===== config.mk =====
export PLATFORM = sky130hd
export DESIGN_NAME = coin_acceptor
export DESIGN_NICKNAME = d
export VERILOG_FILES = /design/src/rtl/coin_acceptor.sv
export SDC_FILE = /design/constraint.sdc
export NUM_CORES = 1
export LEC_CHECK = 0
export CAP_MARGIN = 25
export CELL_PAD_IN_SITES_DETAIL_PLACEMENT = 2
export CELL_PAD_IN_SITES_GLOBAL_PLACEMENT = 2
export CORE_ASPECT_RATIO = 0.5
export CORE_MARGIN = 4
export CORE_UTILIZATION = 37
export CTS_CLUSTER_SIZE = 40
export DETAILED_ROUTE_END_ITERATION = 10
export PLACE_DENSITY = 0.76
export SYNTH_ARGS = -nofsm -noshare
export SYNTH_HDL_FRONTEND = slang
export SYNTH_SLANG_ARGS = --single-unit

===== constraint.sdc =====
create_clock -name clk -period 2.13 [get_ports clk]
set_input_delay 0.3195 -clock clk [delete_from_list [all_inputs] [get_ports clk]]
set_output_delay 0.3195 -clock clk [all_outputs]
set_load 0.01 [all_outputs]

===== src/rtl/coin_acceptor.sv =====
// Coin-chute front end: synchronizes, debounces and arbitrates two raw sensors into single-cycle N/D/reject pulses.
// Optional per-outcome event counters are built when COIN_ACCEPTOR_COUNT_EN is defined.
module coin_acceptor #(
  parameter int DEBOUNCE_CYCLES = 16,
  parameter int STUCK_CYCLES    = 4096
) (
  input  logic        clk,
  input  logic        reset,
  input  logic        n_raw,
  input  logic        d_raw,
  input  logic        enable,
  output logic        N,
  output logic        D,
  output logic        reject,
  output logic        busy,
  output logic        fault
`ifdef COIN_ACCEPTOR_COUNT_EN
  ,
  output logic [15:0] n_count,
  output logic [15:0] d_count,
  output logic [15:0] rej_count
`endif
);

  localparam int DW = $clog2(DEBOUNCE_CYCLES);
  localparam int SW = $clog2(STUCK_CYCLES);
  localparam logic [DW-1:0] DB_LAST = DW'(DEBOUNCE_CYCLES - 1);
  localparam logic [SW-1:0] ST_LAST = SW'(STUCK_CYCLES - 1);

  typedef enum logic [2:0] {
    IDLE,
    QUAL,
    EMIT,
    RELEASE,
    FAULT
  } state_t;

  state_t        state, state_nx;
  logic [1:0]    n_sync, d_sync;
  logic          n_s, d_s;
  logic          coin_is_dime, dime_nx;
  logic [DW-1:0] deb_cnt, deb_nx;
  logic [SW-1:0] stuck_cnt, stuck_nx;
  logic          rej_q, rej_nx;
  logic          latched_hi, other_hi, any_hi;

  always_ff @(posedge clk or posedge reset) begin
    if (reset) begin
      n_sync <= '0;
      d_sync <= '0;
    end else begin
      n_sync <= {n_sync[0], n_raw};
      d_sync <= {d_sync[0], d_raw};
    end
  end

  assign n_s = n_sync[1];
  assign d_s = d_sync[1];

  always_ff @(posedge clk or posedge reset) begin
    if (reset) begin
      state        <= IDLE;
      coin_is_dime <= 1'b0;
      deb_cnt      <= '0;
      stuck_cnt    <= '0;
      rej_q        <= 1'b0;
    end else begin
      state        <= state_nx;
      coin_is_dime <= dime_nx;
      deb_cnt      <= deb_nx;
      stuck_cnt    <= stuck_nx;
      rej_q        <= rej_nx;
    end
  end

  always_comb begin
    state_nx   = state;
    dime_nx    = coin_is_dime;
    deb_nx     = deb_cnt;
    stuck_nx   = stuck_cnt;
    rej_nx     = 1'b0;
    latched_hi = coin_is_dime ? d_s : n_s;
    other_hi   = coin_is_dime ? n_s : d_s;
    any_hi     = n_s | d_s;

    case (state)
      IDLE: begin
        if (any_hi) begin
          if (enable && (n_s ^ d_s)) begin
            dime_nx  = d_s;
            deb_nx   = '0;
            state_nx = QUAL;
          end else begin
            // Disabled or simultaneous coins are refused and must clear the chute.
            rej_nx   = 1'b1;
            deb_nx   = '0;
            stuck_nx = '0;
            state_nx = RELEASE;
          end
        end
      end

      QUAL: begin
        if (other_hi) begin
          rej_nx   = 1'b1;
          deb_nx   = '0;
          stuck_nx = '0;
          state_nx = RELEASE;
        end else if (!latched_hi) begin
          state_nx = IDLE;
        end else if (deb_cnt == DB_LAST) begin
          state_nx = EMIT;
        end else begin
          deb_nx = deb_cnt + DW'(1);
        end
      end

      EMIT: begin
        deb_nx   = '0;
        stuck_nx = '0;
        state_nx = RELEASE;
      end

      RELEASE: begin
        // The release and stuck counters are mutually clearing: one counts lows, the other highs.
        if (any_hi) begin
          deb_nx = '0;
          if (stuck_cnt == ST_LAST) begin
            state_nx = FAULT;
          end else begin
            stuck_nx = stuck_cnt + SW'(1);
          end
        end else begin
          stuck_nx = '0;
          if (deb_cnt == DB_LAST) begin
            state_nx = IDLE;
          end else begin
            deb_nx = deb_cnt + DW'(1);
          end
        end
      end

      FAULT: begin
        state_nx = FAULT;
      end

      default: begin
        state_nx = IDLE;
      end
    endcase
  end

  assign N      = (state == EMIT) && !coin_is_dime;
  assign D      = (state == EMIT) && coin_is_dime;
  assign reject = rej_q;
  assign busy   = (state != IDLE);
  assign fault  = (state == FAULT);

`ifdef COIN_ACCEPTOR_COUNT_EN
  always_ff @(posedge clk or posedge reset) begin
    if (reset) begin
      n_count   <= '0;
      d_count   <= '0;
      rej_count <= '0;
    end else begin
      if (N && (n_count != '1)) n_count <= n_count + 16'd1;
      if (D && (d_count != '1)) d_count <= d_count + 16'd1;
      if (reject && (rej_count != '1)) rej_count <= rej_count + 16'd1;
    end
  end
`endif

endmodule


**After elaboration in Yosys (flattened, before gate mapping)**

Cells that the tools add are included.
Widths: inputs -> output; s select.

- $add $sub $neg: 2
- Equality and inequality tests: 14
- Multiplexer cells: 27
- Bitwise logic cells: 2
- Reduce and logical (&&, ||, !) cells: 11

Operators with widths:

| operator | number |
|---|---|
| $mux 12 | 5 |
| $pmux 12 s4 | 1 |
| $mux 3 | 7 |
| $mux 4 | 5 |
| $pmux 4 s4 | 1 |
| $pmux 3 s5 | 1 |
| $add 12x1->12 const B | 1 |
| $eq 12x12->1 const B | 1 |
| $ne 3x3->1 const B | 4 |
| $eq 3x2->1 const B | 2 |
| $ne 2x2->1 const B | 3 |
| $reduce_and 3->1 | 2 |
| $mux 1 | 5 |
| $reduce_and 5->1 | 1 |
| $add 4x1->4 const B | 1 |
| $eq 4x4->1 const B | 1 |
| $ne 4x4->1 const B | 1 |
| $reduce_and 4->1 | 1 |
| $reduce_bool 4->1 | 1 |
| $eq 3x1->1 const B | 1 |
| $eq 3x3->1 const B | 1 |
| $logic_and 1x1->1 | 3 |
| $logic_not 3->1 | 1 |
| $reduce_bool 3->1 | 1 |
| other kinds (5) | 5 |

- Register bits after elaboration: 25
- Bits of input ports: 5
- Output and inout bits: 5
- Logic and storage cells: 63

**Logic depth before layout (Yosys ltp)**

Gate-level depths: netlist (run 1).

- Depth after elaboration: 5
- Mapped depth: 6
- Mapped depth without buffers: 6

**Least setup slack after synthesis (run 1)**

OpenSTA, ideal clock, no wires.

- Path kind: reg-to-reg
- From: register n_sync[1]
- To: register state[0]
- Setup time: 0.125 ns
- Arrival: 1.802 ns
- Data required time: 2.005 ns
- Path slack: 0.203 ns
- Cell stages (with the launch flop): 7
- Buffers on the path: 0
- Clock period less this slack: 1.927 ns
- Cell sequence: dfrtp_1 > inv_1 > ha_1 > and4bb_2 > o31a_1 > a211o_1 > mux2_4

- Word-level cells in the longest chain between the ends: 4
- Elaborated cells on any way between the ends: 12
- Classes of those cells: eq/ne (4); mux (6); bitwise (1); reduce/logical (1)

RTL lines:

| item | line | text |
|---|---|---|
| from (decl) | 39 | `logic [1:0] n_sync, d_sync;` |
| from (signal assigned) | 52 | `n_sync <= {n_sync[0], n_raw};` |
| $mux 1 | 82 | `latched_hi = coin_is_dime ? d_s : n_s;` |
| $mux 3 | 109 | `end else if (!latched_hi) begin` |
| $mux 3 | 104 | `if (other_hi) begin` |
| $pmux 3 s5 | 86 | `case (state)` |
| to (signal assigned) | 68 | `state <= state_nx;` |
| to (decl) | 38 | `state_t state, state_nx;` |

Several ways; a longest one is shown, not always the timed one.
A chain may end at the register's enable or synchronous reset.

**Worst setup path in the final report (run 1)**

- From: register state[0]
- To: output D

- Word-level cells in the longest chain between the ends: 2

RTL lines:

| item | line | text |
|---|---|---|
| $eq 3x2->1 | 154 | `assign D = (state == EMIT) && coin_is_dime;` |
| $logic_and 1x1->1 | 154 |  |
| to (decl) | 13 | `output logic D,` |

No other way between the ends.

==> run_results.csv, run 1 <==
group,metric,value,unit
flow_run,cap_viol_max_count,0,
place,io_buffers,9,
clock_tree,cts-hold-fix-buffers,0,
synthesis,synth-compound-area-share,0.2170,
grt,grt_use_total,0.1814,
min_path,hp-class,"primary input to async pin",
die,die_y,53.01,um
route,wirelength,4.354,mm
synthesis,synth_fa_ha_area_frac,0.02504,
clock_tree,clock-sinks,25,
route,ant_nets,0,
power_and_ir_drop,vdd_drop_max,0.2682,mV
final_layout,design_area,0.001838,mm2
sta,hold_viol_final,0,
route,drc,0,
grt,grt_start_max_net_pins,21,
sta,timing.final.crit_share,0.9701,
worst_setup_path,critical_path_class,"flip-flop to primary output",
grt,grt_antenna_before_repair,0,
worst_setup_path,arrival,1750,ps
synthesis,synthTopCellsByCount,"dfrtp_1, nand2_1, a211o_1, and3_1, nor3_1",
final_layout,final_cells,227,
synthesis,ys_ff_latch,25,
route,vias,1338,
worst_setup_path,crit_path_start_kind,"flip-flop",
synthesis,syn_area,0.001499,mm2
synthesis,synth_top_family_by_area,"simple AND/OR/NAND/NOR gates",
synthesis,synth_xor_area_frac,0,
grt,grt_overflow,0,
place,dp_hpwl,3.091,mm
worst_setup_path,cp.required,1810,ps
clock_tree,cts_tree,"built",
route,first_pass_iters,3,
die,start_util,0.3840,
sta,relSlewSlack,0.5866,
synthesis,synth-edff-count,0,
grt,grt_pass1_wl,7.383,mm
worst_setup_path,critPathMaxStageDelay,590,ps
synthesis,synthTopCellsByArea,"dfrtp_1, a211o_1, and3_1, nor3_1, ha_1",
sta,skew,10.18,ps
synthesis,synth_most_common_cell,"dfrtp_1",
status,status,"completed",
power_and_ir_drop,cellPowerDensity,1077,mW/mm2
route,via_per_inst,5.894,
synthesis,syn_inst,150,
place,post_dp_cell_area,0.001717,mm2
sta,max_freq,484.0,MHz
sta,worst_slew_pin_slew,602.9,ps
sta,rsz0062_at_grt,"false",
clock_tree,cts.clk_slew.worst_paths,100,ps
synthesis,synth_simple_gate_area_frac,0.2646,
die,core_area,0.003904,mm2
clock_tree,clk_latency,270,ps
sta,setup_tns,0,ps
worst_setup_path,slowest_stage,"clkdlybuf4s50_1",
synthesis,synth.distinct_cells,51,
synthesis,synth_mux_area_frac,0.04841,
place,gp_congestion,0.7374,
final_layout,diodes,0,
final_layout,nets,182,
clock_tree,numCtsBuffers,3,
clock_tree,cts.path.max_buffers,2,
worst_setup_path,endpoint_kind,"primary output",
worst_setup_path,path_max_fanout,15,
synthesis,yosysWarnings,0,
die,row_count,16,
synthesis,synth_flop_cell,"dfrtp_1",
final_layout,drive_gt1_frac,0.2197,
synthesis,syn-num-nets,158,
final_layout,area_growth,22.62,%
die,io_pins,10,
clock_tree,htree_levels,1,
route,wl_per_cell,19.18,um
route,drt_iter0_drc,22,
synthesis,yosys.area.top_type,"dfrtp_1",
synthesis,syn_avg_cell_area,9.993,um2
synthesis,synth.top_cell.area_share,0.4174,
synthesis,synth-seq-area-share,0.4174,
sta,min_period,2066,ps
grt,grt_pass1_vias,1439,
power_and_ir_drop,cellLeakagePower,0.8450,nW
place,dp.cells,218,
sta,setup_viol,0,
die,die-area,0.005195,mm2
die,die_x,98.02,um
worst_setup_path,crit_chain,"nor4bb_1 -> clkdlybuf4s50_1",
clock_tree,clock-root-buffer,"clkbuf_8",
synthesis,ys_async_sr_fraction,1.000,
sta,drv_slew,0,
[metal layers]
metal,vias up,share of wire,track usage
li1,638,-,-
met1,691,0.46,0.2272
met2,7,0.52,0.3322
met3,2,0.021,0.04474
met4,0,0.0023,0.01839
met5,-,0,0
[final timing paths]
check                      cells past startpoint           end  slack (ps)      start
hold reg to reg                                0     n_sync[1]         360  n_sync[0]
hold / removal                                 2        reject         250      reset
setup reg to reg                               7  stuck_cnt[6]          90  d_sync[1]
min in group clk                               0     n_sync[1]         360  n_sync[0]
max in group asynchronous                      3      state[0]        1310      reset
setup / recovery                               2             D          60   state[0]
[metrics by stage]
stage	util	setup WS (ps)	hold slack, ps	power, mW
CTS	0.4606	6.239	241.9	1.954
finish	0.4708	63.72	245.4	1.980
global route	0.4708	4.444	275.3	2.140
floorplan	-	203.0	331.2	1.227
global placement	0.4397	121.3	332.5	1.539
detailed placement	0.4397	33.22	344.9	1.585
[worst max-delay path, delay by kind of cell, from the launching register on]
family        cells  cell delay (ps)
buf+inv           1              590
flops             1              540
simple gates      1              340
[final cells by class]
class / instances / area [um2]
Multi-Input combinational cell: 114 / 863.3
Clock inverter: 1 / 5.005
Fill cell: 418 / 2066
Sequential cell: 25 / 629.4
Timing Repair Buffer: 25 / 212.7
Tap cell: 54 / 67.56
Inverter: 5 / 18.77
Clock buffer: 3 / 41.29
[where the power goes]
part | leakage (nW) | internal [mW] | switching [mW]
registers | 0.327 | 0.556 | 0.141
logic | 0.493 | 0.523 | 0.469
clock network | 0.0255 | 0.131 | 0.160
total | 0.845 | 1.21 | 0.770
[state kept, by name, indices dropped and copies added (netlist names)]
register / count
stuck_cnt: 12
deb_cnt: 4
reject: 1
coin_is_dime: 1
state: 3
n_sync: 2
d_sync: 2
[kinds of logic after synthesis]
group,Yosys count
DFF,25
and+or+nand+nor,66
muxes,6
buffers and inverters,11
adders and majority gates,3
AOI/OAI and AO/OA,39
[cells in the final DEF (no fill, tap or decap), types with 5 or more instances in the layout]
master,count
dfrtp_1,22
nand2_1,10
inv_1,5
nor3_1,8
a21oi_1,5
nand3_1,7
and3_1,8
clkdlybuf4s50_1,8
nor2_1,6
buf_4,16
a211o_1,8
[repair_timing]
item	in CTS	in global routing
pin swaps	0	2
resized for setup	3	6
endpoints found under the setup margin	4	11
endpoints found under the hold margin	0	0
buffers inserted	4	1
Note: power is estimated with default switching activity, not from simulation.
==> inputs of run 2 (changes only) <==
Settings changed: SETUP_SLACK_MARGIN set to 0.15, TNS_END_PERCENT set to 1.
==> run_results.csv, run 2 (synthesis results as in run 1) <==
group,metric,value,unit
status,status,"completed",
sta,timing.final.crit_share,0.9622,
worst_setup_path,arrival,2210,ps
place,dp.cells,218,
clock_tree,cts.clk_slew.worst_paths,100,ps
grt,grt_pass1_wl,7.383,mm
power_and_ir_drop,seqPwrFrac,0.331,
power_and_ir_drop,switching_power,0.8206,mW
clock_tree,clock-root-buffer,"clkbuf_8",
grt,grt_start_max_net_pins,21,
place,dp_hpwl,3.091,mm
die,io_pins,10,
worst_setup_path,rr_worst_depth,7,
worst_setup_path,endpoint_kind,"flip-flop",
worst_setup_path,worst_r2r_endpoint,"stuck_cnt[6]",
grt,grt_use_total,0.1814,
grt,grt_overflow,0,
worst_setup_path,cp.required,2290,ps
power_and_ir_drop,pwr-share-comb,0.530,
route,drc,0,
clock_tree,cts-hold-fix-buffers,0,
clock_tree,clock-sinks,25,
die,die-area,0.005195,mm2
sta,hold_viol_final,0,
power_and_ir_drop,cellLeakagePower,0.8782,nW
sta,drv_slew,0,
power_and_ir_drop,cellPowerDensity,1114,mW/mm2
clock_tree,cts.path.max_buffers,2,
clock_tree,numCtsBuffers,3,
die,start_util,0.3840,
die,die_x,98.02,um
worst_setup_path,crit_path_start_kind,"flip-flop",
final_layout,top_regs,"stuck_cnt x12, deb_cnt x4, state x3",
die,core_area,0.003904,mm2
grt,grt_antenna_before_repair,0,
final_layout,largest_register_ffs,12,
sta,setup_viol,0,
worst_setup_path,critical_path_class,"flip-flop to flip-flop",
route,drt_iter0_drc,27,
clock_tree,cts_tree,"built",
clock_tree,htree_levels,1,
worst_setup_path,path_max_fanout,10,
route,wirelength,4.701,mm
final_layout,drive_gt1_frac,0.2330,
power_and_ir_drop,p_total,2.085,mW
worst_setup_path,r2r-start,"d_sync[1]",
sta,setup_tns,0,ps
place,gp_congestion,0.7374,
route,wl_per_cell,20.44,um
sta,min_period,2050,ps
route,first_pass_iters,4,
sta,rsz0062_at_grt,"true",
clock_tree,clk_latency,270,ps
route,vias,1341,
final_layout,top_register,"stuck_cnt",
grt,grt_pass1_vias,1439,
final_layout,diodes,0,
die,die_y,53.01,um
worst_setup_path,rrSetupSlack,80,ps
min_path,hp-class,"primary input to async pin",
power_and_ir_drop,vdd_drop_max,0.2669,mV
place,io_buffers,9,
power_and_ir_drop,internal_power,1.264,mW
power_and_ir_drop,sw_frac_of_total,0.3936,
final_layout,area_growth,24.88,%
power_and_ir_drop,clockPowerShare,0.139,
flow_run,cap_viol_max_count,0,
route,via_per_inst,5.830,
sta,worst_slew_pin_slew,680.9,ps
die,row_count,16,
final_layout,layout_commonest_cell,"dfrtp_1",
sta,skew,9.072,ps
final_layout,final_cells,230,
sta,max_freq,487.9,MHz
sta,relSlewSlack,0.5331,
final_layout,n_fill_cell,413,
final_layout,nets,185,
route,ant_nets,0,
final_layout,final_cell_mix,"dfrtp_1, buf_4, nand2_1",
## run 2: metrics by stage
stage / utilization / hold slack [ps] / area, um2 / worst slack (ps)
finish: 0.4795 / 244.7 / 1872 / 80.47
global route: 0.4795 / 279.5 / 1872 / 6.795
CTS: 0.4603 / 241.9 / 1797 / 28.78
detailed placement: 0.4397 / 344.9 / 1717 / 33.22
global placement: 0.4397 / 332.5 / 1717 / 121.3
floorplan: - / 331.2 / 1499 / 203.0
## run 2: worst max path at each step
stage	start	to	slack [ps]	depth (start not counted)
3_5_place_dp	stuck_cnt[1]	stuck_cnt[6]	30	5
2_1_floorplan	n_sync[1]	state[0]	200	6
6_report	d_sync[1]	stuck_cnt[6]	80	7
3_3_place_gp	d_sync[1]	stuck_cnt[6]	120	7
4_1_cts	state[2]	N	30	2
5_1_grt	d_sync[1]	stuck_cnt[6]	7	7
## run 2: power groups by stage
stage / logic [mW] / clock network, mW / registers [mW]
CTS: 0.954 / 0.306 / 0.686
detailed placement: 0.879 / 0 / 0.706
floorplan: 0.605 / 0 / 0.622
global route: 1.20 / 0.328 / 0.711
global placement: 0.845 / 0 / 0.695
finish: 1.10 / 0.291 / 0.690
## run 2: final cells by class
cell class / instances / area (um2) / share of cell area
flip-flops and latches: 25 / 629.4 / 0.3362
inverters: 5 / 18.77 / 0.01003
multi-input cells: 114 / 863.3 / 0.4612
clock inverters: 1 / 5.005 / 0.002674
well taps: 54 / 67.56 / 0.03610
clock buffers: 3 / 41.29 / 0.02206
repair buffers: 28 / 246.5 / 0.1317
## run 2: critical path, stage by stage, from the launching register on
cell      delay, ps
dfrtp_1         440
inv_1           150
ha_4            230
a21o_1          190
a221oi_4        280
o31ai_2         100
buf_4           190
a221o_1         360
## run 2: timing repair
action,in CTS,in global routing
pin swaps,0,2
resized for setup,4,6
buffers inserted,4,4
setup endpoints to repair,15,17
## run 2: layer usage
| metal | track usage | vias to the layer above | wire length, um |
|---|---|---|---|
| met2 | 0.3322 | 5 | 2393 |
| met5 | 0 | - | 0 |
| met3 | 0.04474 | 2 | 78 |
| met1 | 0.2272 | 690 | 2218 |
| li1 | - | 644 | - |
| met4 | 0.01839 | 0 | 10 |
